[config.mk]
export PLATFORM = sky130hd
export DESIGN_NAME = gpio_debounce
export DESIGN_NICKNAME = d
export VERILOG_FILES = /design/src/rtl/gpio_debounce_pkg.sv /design/src/rtl/gpio_debounce_chan.sv /design/src/rtl/gpio_debounce.sv
export SDC_FILE = /design/constraint.sdc
export NUM_CORES = 1
export LEC_CHECK = 0
export BUFFER_PORTS_ARGS = -buffer_cell sky130_fd_sc_hd__buf_4
export CORE_MARGIN = 1.5
export CORE_UTILIZATION = 30
export DETAILED_ROUTE_END_ITERATION = 10
export GPL_TIMING_DRIVEN = 1
export PLACE_DENSITY = 0.47
export SETUP_SLACK_MARGIN = 0.5
export SLEW_MARGIN = 20
export SYNTH_ARGS = -nofsm -noshare
export SYNTH_HDL_FRONTEND = slang
export SYNTH_SLANG_ARGS = --single-unit
[constraint.sdc]
create_clock -name sys_clk -period 3.2 [get_ports sys_clk]
set_clock_uncertainty 0.05 [all_clocks]
set_input_delay 0.32 -clock sys_clk [delete_from_list [all_inputs] [get_ports sys_clk]]
set_output_delay 0.32 -clock sys_clk [all_outputs]
set_load 0.005 [all_outputs]
[src/rtl/gpio_debounce_pkg.sv]
// Shared types and helpers for the GPIO input debouncer.
package gpio_debounce_pkg;

   typedef enum logic {
      ST_STABLE = 1'b0,
      ST_SETTLE = 1'b1
   } deb_state_t;

   // Ceiling log2, usable in constant expressions; clog2(1) = 0.
   function automatic int unsigned clog2(input int unsigned v);
      int unsigned r;
      r = 0;
      for (int i = 0; i < 32; i++)
         if ((64'd1 << i) < 64'(v)) r = i + 1;
      return r;
   endfunction

endpackage

[src/rtl/gpio_debounce_chan.sv]
// One debounce channel: 2-flop synchroniser, settle FSM and clean/rise/fall registers.
module gpio_debounce_chan
   import gpio_debounce_pkg::*;
#(
   parameter int unsigned stable_ticks = 10,
   parameter logic        idle_level   = 1'b0
) (
   input  logic sys_clk,
   input  logic sys_rst_n,
   input  logic raw_in,
   input  logic tick,
   output logic clean_out,
   output logic rise,
   output logic fall
);

   localparam int unsigned cnt_w = clog2(stable_ticks) + 1;
   localparam logic [cnt_w-1:0] cnt_last = cnt_w'(stable_ticks - 1);

   logic             sync_d, sync_q;
   deb_state_t       state, state_nxt;
   logic [cnt_w-1:0] cnt, cnt_nxt;
   logic             clean_nxt, rise_nxt, fall_nxt;

   always_ff @(posedge sys_clk or negedge sys_rst_n) begin
      if (!sys_rst_n) begin
         sync_d    <= idle_level;
         sync_q    <= idle_level;
         state     <= ST_STABLE;
         cnt       <= '0;
         clean_out <= idle_level;
         rise      <= 1'b0;
         fall      <= 1'b0;
      end else begin
         sync_d    <= raw_in;
         sync_q    <= sync_d;
         state     <= state_nxt;
         cnt       <= cnt_nxt;
         clean_out <= clean_nxt;
         rise      <= rise_nxt;
         fall      <= fall_nxt;
      end
   end

   // A bounce back to the clean level always wins over a same-cycle commit.
   always_comb begin
      state_nxt = state;
      cnt_nxt   = cnt;
      clean_nxt = clean_out;
      rise_nxt  = 1'b0;
      fall_nxt  = 1'b0;
      unique case (state)
         ST_STABLE: begin
            if (sync_q != clean_out) begin
               state_nxt = ST_SETTLE;
               cnt_nxt   = '0;
            end
         end
         ST_SETTLE: begin
            if (sync_q == clean_out) begin
               state_nxt = ST_STABLE;
               cnt_nxt   = '0;
            end else if (tick && cnt == cnt_last) begin
               state_nxt = ST_STABLE;
               cnt_nxt   = '0;
               clean_nxt = sync_q;
               rise_nxt  = sync_q;
               fall_nxt  = ~sync_q;
            end else if (tick) begin
               cnt_nxt = cnt + 1'b1;
            end
         end
         default: begin
            state_nxt = ST_STABLE;
            cnt_nxt   = '0;
         end
      endcase
   end

endmodule

[src/rtl/gpio_debounce.sv]
// Debounces ninputs raw pad inputs against one shared prescaled time-base.
module gpio_debounce
   import gpio_debounce_pkg::*;
#(
   parameter int unsigned         ninputs      = 16,
   parameter logic [31:0]         clk_freq     = 32'd100000000,
   parameter int unsigned         tick_us      = 1000,
   parameter int unsigned         stable_ticks = 10,
   parameter logic [ninputs-1:0]  idle_level   = {ninputs{1'b0}}
) (
   input  logic               sys_clk,
   input  logic               sys_rst_n,
   input  logic [ninputs-1:0] raw_in,
   output logic [ninputs-1:0] clean_out,
   output logic [ninputs-1:0] rise,
   output logic [ninputs-1:0] fall,
   output logic               tick
);

   localparam logic [31:0] div_raw = (clk_freq / 32'd1000000) * 32'(tick_us);
   localparam logic [31:0] div_last = (div_raw == 32'd0) ? 32'd0 : div_raw - 32'd1;

   logic [31:0] presc;

   // tick is registered on the wrap, so the first one lands div cycles after reset.
   always_ff @(posedge sys_clk or negedge sys_rst_n) begin
      if (!sys_rst_n) begin
         presc <= '0;
         tick  <= 1'b0;
      end else if (presc == div_last) begin
         presc <= '0;
         tick  <= 1'b1;
      end else begin
         presc <= presc + 32'd1;
         tick  <= 1'b0;
      end
   end

   for (genvar g = 0; g < ninputs; g++) begin : g_chan
      gpio_debounce_chan #(
         .stable_ticks (stable_ticks),
         .idle_level   (idle_level[g])
      ) u_chan (
         .sys_clk   (sys_clk),
         .sys_rst_n (sys_rst_n),
         .raw_in    (raw_in[g]),
         .tick      (tick),
         .clean_out (clean_out[g]),
         .rise      (rise[g]),
         .fall      (fall[g])
      );
   end

endmodule

After elaboration in Yosys (flattened, before gate mapping) --
Cells that the tools add are included.
Word-level totals: register bits after elaboration 209, bits of input ports 18, output and inout bits 49
Operators by class: mux-type cells 242, reduce and logical (&&, ||, !) cells 48, bitwise operators 48, equality and inequality tests 81, add/sub/neg operators 17
Operators with widths (number):
- 5-bit two-way mux | 64
- 5-bit case mux with 2 select lines | 16
- 1-bit two-way mux | 145
- 5-bit by 1-bit adder with 5-bit output (second input constant) | 16
- 5-bit by 4-bit equality test with 1-bit output (second input constant) | 16
- 4-bit != test (second input constant) | 16
- 1-bit inverter | 48
- 3-bit AND reduction | 16
- 32-bit by 1-bit adder with 32-bit output (second input constant) | 1
- 32-bit by 17-bit equality test with 1-bit output (second input constant) | 1
- 32-bit two-way mux | 1
- 2-bit by 1-bit != test with 1-bit output (second input constant) | 16
- 1-bit case mux with 2 select lines | 16
- 2-bit AND reduction | 16
- 1-bit equality test | 16
- 1-bit logical AND | 16
- 1-bit != test | 16

Longest topological paths before layout --
word-level depth 5, gate-level depth with buffers 7, mapped depth without buffers 6

Cells and area by module --
From an unflattened synthesis, not the netlist that was laid out.
Second synthesis, totals: cell total of the unflattened synthesis 955, area, all modules 10279.9 um^2
Modules (own cells, without submodules):
- gpio_debounce_chan (g_chan[0].u_chan ...) | sequential area each 275.3 um^2, area each 554.3 um^2, cells an instance 51, times used 11
- gpio_debounce_chan (g_chan[5].u_chan ...) | sequential area each 275.3 um^2, area each 518.0 um^2, cells an instance 50, times used 5
- gpio_debounce | sequential area each 825.8 um^2, area each 1592.8 um^2, cells an instance 144, times used 1

Worst setup path before layout --
OpenSTA, ideal clock, no wires.
path type reg2reg, from reg presc[6], to reg presc[31], cell stages (with the launch flop) 5, period minus slack after synthesis 1844 ps, data arrival time 1672 ps, path slack 1356 ps, cells stage by stage dfrtp_1 > nand4_4 > nor4_4 > or4b_1 > xnor2_1
On the way: word-level cells in the longest chain between the ends 2, elaborated cells on any way between the ends 3, classes of those cells 1 x add/sub; 1 x eq/ne; 1 x mux
RTL lines:
- start, declared | RTL line gpio_debounce.sv:23 | logic [31:0] presc;
- start signal, assigned | RTL line gpio_debounce.sv:34 | presc <= presc + 32'd1;
- 32-bit by 1-bit adder with 32-bit output / 32-bit by 17-bit equality test with 1-bit output (equally long branches) | RTL line gpio_debounce.sv:34, gpio_debounce.sv:30
- 32-bit two-way mux * | RTL line gpio_debounce.sv:30 | end else if (presc == div_last) begin
Mark *: on every way between the ends. The rest lies on a longest branch, timed or not. A chain may end at the register's enable or synchronous reset.

Final worst setup path --
from reg tick, to reg g_chan[13].u_chan.cnt[3]
On the way: word-level cells in the longest chain between the ends 4, elaborated cells on any way between the ends 6, classes of those cells 1 x eq/ne; 3 x mux; 2 x reduce/logical
RTL lines:
- start, declared | RTL line gpio_debounce.sv:17 | output logic tick
- start signal, assigned | RTL line gpio_debounce.sv:29 | tick <= 1'b0;
- start signal, assigned | RTL line gpio_debounce.sv:32 | tick <= 1'b1;
- start signal, assigned | RTL line gpio_debounce.sv:35 | tick <= 1'b0;
- 1-bit logical AND | RTL line gpio_debounce_chan.sv:63 | end else if (tick && cnt == cnt_last) begin
- 5-bit two-way mux | RTL line gpio_debounce_chan.sv:63
- 5-bit two-way mux | RTL line gpio_debounce_chan.sv:60 | if (sync_q == clean_out) begin
- 5-bit case mux with 2 select lines | RTL line gpio_debounce_chan.sv:52 | unique case (state)
- end signal, assigned | RTL line gpio_debounce_chan.sv:38 | cnt <= cnt_nxt;
- end, declared | RTL line gpio_debounce_chan.sv:22 | logic [cnt_w-1:0] cnt, cnt_nxt;
Parallel ways exist; a longest one is shown, timed or not.

==> impl_metrics.tcl <==
set metrics [dict create \
    status "complete, no violations" \
    path_class "reg -> reg" \
    cts_inserted_buffers 25 \
    hp-class "reg -> reg" \
    die_area_mm2 0.0343 \
    post_cts.repair.setup_buffers 0 \
    async_flop_share_pct 100 \
    finalNonFillerCells 1413 \
    grt_pass1_vias 6539 \
    grt_remaining_overflow 0 \
    path_clk_slew_ps 60 \
    drive_gt1_share_pct 16.1 \
    dr.pass1.iters 4 \
    multi_input_area_mm2 0.00419 \
    vdd_drop_max_mv 0.296 \
    critPathMaxFanout 45 \
    critPathBufInv 0 \
    yosys.area.top_type_share_pct 52.5 \
    start_util_pct 30.5 \
    start_kind "flip-flop" \
    grt_usage_pct 10.8 \
    antenna_found_initial 0 \
    crit_slowest_cell "dfrtp_2" \
    dp_hpwl_mm 11.6 \
    htree_num_levels 1 \
    final_nets 1004 \
    dpl.cell_count 1351 \
    fillers 3233 \
    cts_buffer_depth 3 \
    drt_iter0_markers 240 \
    ys_seq_area_share_pct 52.5 \
    rows 66 \
    critPathRequiredTime_ps 3570 \
    dieWidth_um 185 \
    synth_edf_count 0 \
    drtAntennaViolNets 0 \
    portBuffers 66 \
    tritoncts "done" \
    synth.distinct_cells 58 \
    io_pins 67 \
    synthFlopType "dfrtp_1" \
    grt_pass1_wl_mm 31.3 \
    via_count 6546 \
    cts_hold_buf 17 \
    cap_viol_max_count 0 \
    final-hold-violation-count 0 \
    cts_resized 0 \
    slew_headroom_pct 38.6 \
    netlist_area_mm2 0.00996 \
    path_delay_family "flip-flops" \
    setup-tns-final_ps 0 \
    synth_area_leader_cell "dfrtp_1" \
    worst_pin_slew_ps 921 \
    power.density_mw_per_mm2 499 \
    critical_path_arrival_ps 2610 \
    crit_chain "nand2b_1 > mux2i_1 > or4_1 > o211ai_1" \
    slew_violations 0 \
    clock.fmax_mhz 446 \
    core_mm2 0.0326 \
    grt_max_degree 95 \
    layout_min_cycle_time_ps 2240 \
    slowest_delay_ps 960 \
    register_area_mm2 0.00523 \
    leakage_nw 5.13 \
    end_kind "flip-flop" \
    syn_avg_cell_area_um2 11.1 \
    synth_seq_cells 209 \
    synth-warning-count 0 \
    syn_nets 945 \
    synth.most_common_cell "dfrtp_1" \
    syn_inst 894 \
    synth.area.top_cells "dfrtp_1 (52%), ha_1 (4.1%), buf_4 (3.7%), nor3b_1 (2.8%), nand2b_1 (2.8%)" \
    root_buffer "clkbuf_16" \
    num_antenna_cells 0 \
    gp_congestion 0.708 \
    viasPerCell 4.63 \
    post-route-drc-count 0 \
    synthToLayoutAreaGrowth_pct 17.0 \
    die_h_um 185 \
    synth_commonest_cells "dfrtp_1 (209), nand2_1 (66), nand3_1 (50)" \
    setup_viol 0 \
    cts_num_sinks 209 \
    insertion_delay_ps 510 \
    wl_per_cell_um 12.6 \
    wirelength_mm 17.7 \
    rsz0062_at_grt "no" \
    fin_crit_sh_pct 70.0 \
]
## placed cells by master (no fill, tap or decap), types with 16 or more instances in the layout
master,Yosys,layout
nand2b_1,44,44
mux2i_1,16,16
o21ai_0,46,46
buf_4,49,68
o211ai_1,20,20
nand2_1,66,66
xnor2_1,28,28
xor2_1,18,18
nand3_1,50,50
clkbuf_16,0,25
nor2_1,16,16
mux2_2,21,21
dlygate4sd3_1,0,17
ha_1,33,33
inv_1,38,38
dfrtp_1,209,208
nor3b_1,37,37
## path summary, 6_finish.rpt
check	start	end	slack [ps]	cells after the start
hold / removal	g_chan[14].u_chan.sync_d	g_chan[14].u_chan.sync_q	290	0
setup / recovery	tick	g_chan[13].u_chan.cnt[3]	960	4
max in group asynchronous	sys_rst_n	g_chan[13].u_chan.cnt[0]	1860	3
setup reg to reg	tick	g_chan[13].u_chan.cnt[3]	960	4
min in group asynchronous	sys_rst_n	g_chan[1].u_chan.clean_out	400	2
hold reg to reg	g_chan[14].u_chan.sync_d	g_chan[14].u_chan.sync_q	290	0
## layer usage
layer	track usage (%)	share of wire (%)
met1	14.6	49
met5	0	0
met3	2.26	4.1
met4	2.76	1.7
met2	17.7	45
## sequential cells by signal (all words and copies together), names as in the netlist
signal	count
g_chan.u_chan.clean_out	16
g_chan.u_chan.cnt	80
g_chan.u_chan.fall	16
g_chan.u_chan.rise	16
g_chan.u_chan.state	16
g_chan.u_chan.sync_d	16
g_chan.u_chan.sync_q	16
presc	32
tick	1
## per-stage QoR
stage	setup slack (ps)	utilization, %	hold WS (ps)	cell area (um^2)	total power [mW]
6_report	960	35.7	294	11700	5.82
3_3_place_gp	1010	32.8	282	10700	3.11
2_1_floorplan	1360	-	-25.6	9960	2.98
4_1_cts	953	35.7	295	11700	5.95
3_5_place_dp	981	32.8	285	10700	3.12
5_1_grt	760	35.7	304	11700	6.12
## kinds of logic after synthesis
| family | share of synthesized area [%] |
|---|---|
| AOI/OAI and AO/OA | 10.3 |
| DFF | 52.5 |
| muxes | 3.98 |
| adders and majority gates | 4.14 |
| xor gates and xnor gates | 4.04 |
| and+or+nand+nor | 19.6 |
| buffers and inverters | 5.44 |
## area by class of cell
| class | count | share of cell area, % |
|---|---|---|
| Timing Repair Buffer | 88 | 6.31 |
| Sequential cell | 209 | 44.9 |
| Tap cell | 442 | 4.74 |
| Inverter | 38 | 1.22 |
| Clock buffer | 37 | 6.35 |
| Clock inverter | 8 | 0.558 |
| Multi-Input combinational cell | 591 | 35.9 |
## report_power, final
part | leakage, nW | switching [mW] | internal, mW | total, mW
combinational | 1.95 | 0.174 | 0.124 | 0.298
sequential | 2.78 | 0.0690 | 2.71 | 2.78
clock | 0.406 | 1.07 | 1.67 | 2.74
total | 5.13 | 1.31 | 4.50 | 5.82
(Power assumes the default switching activity.)
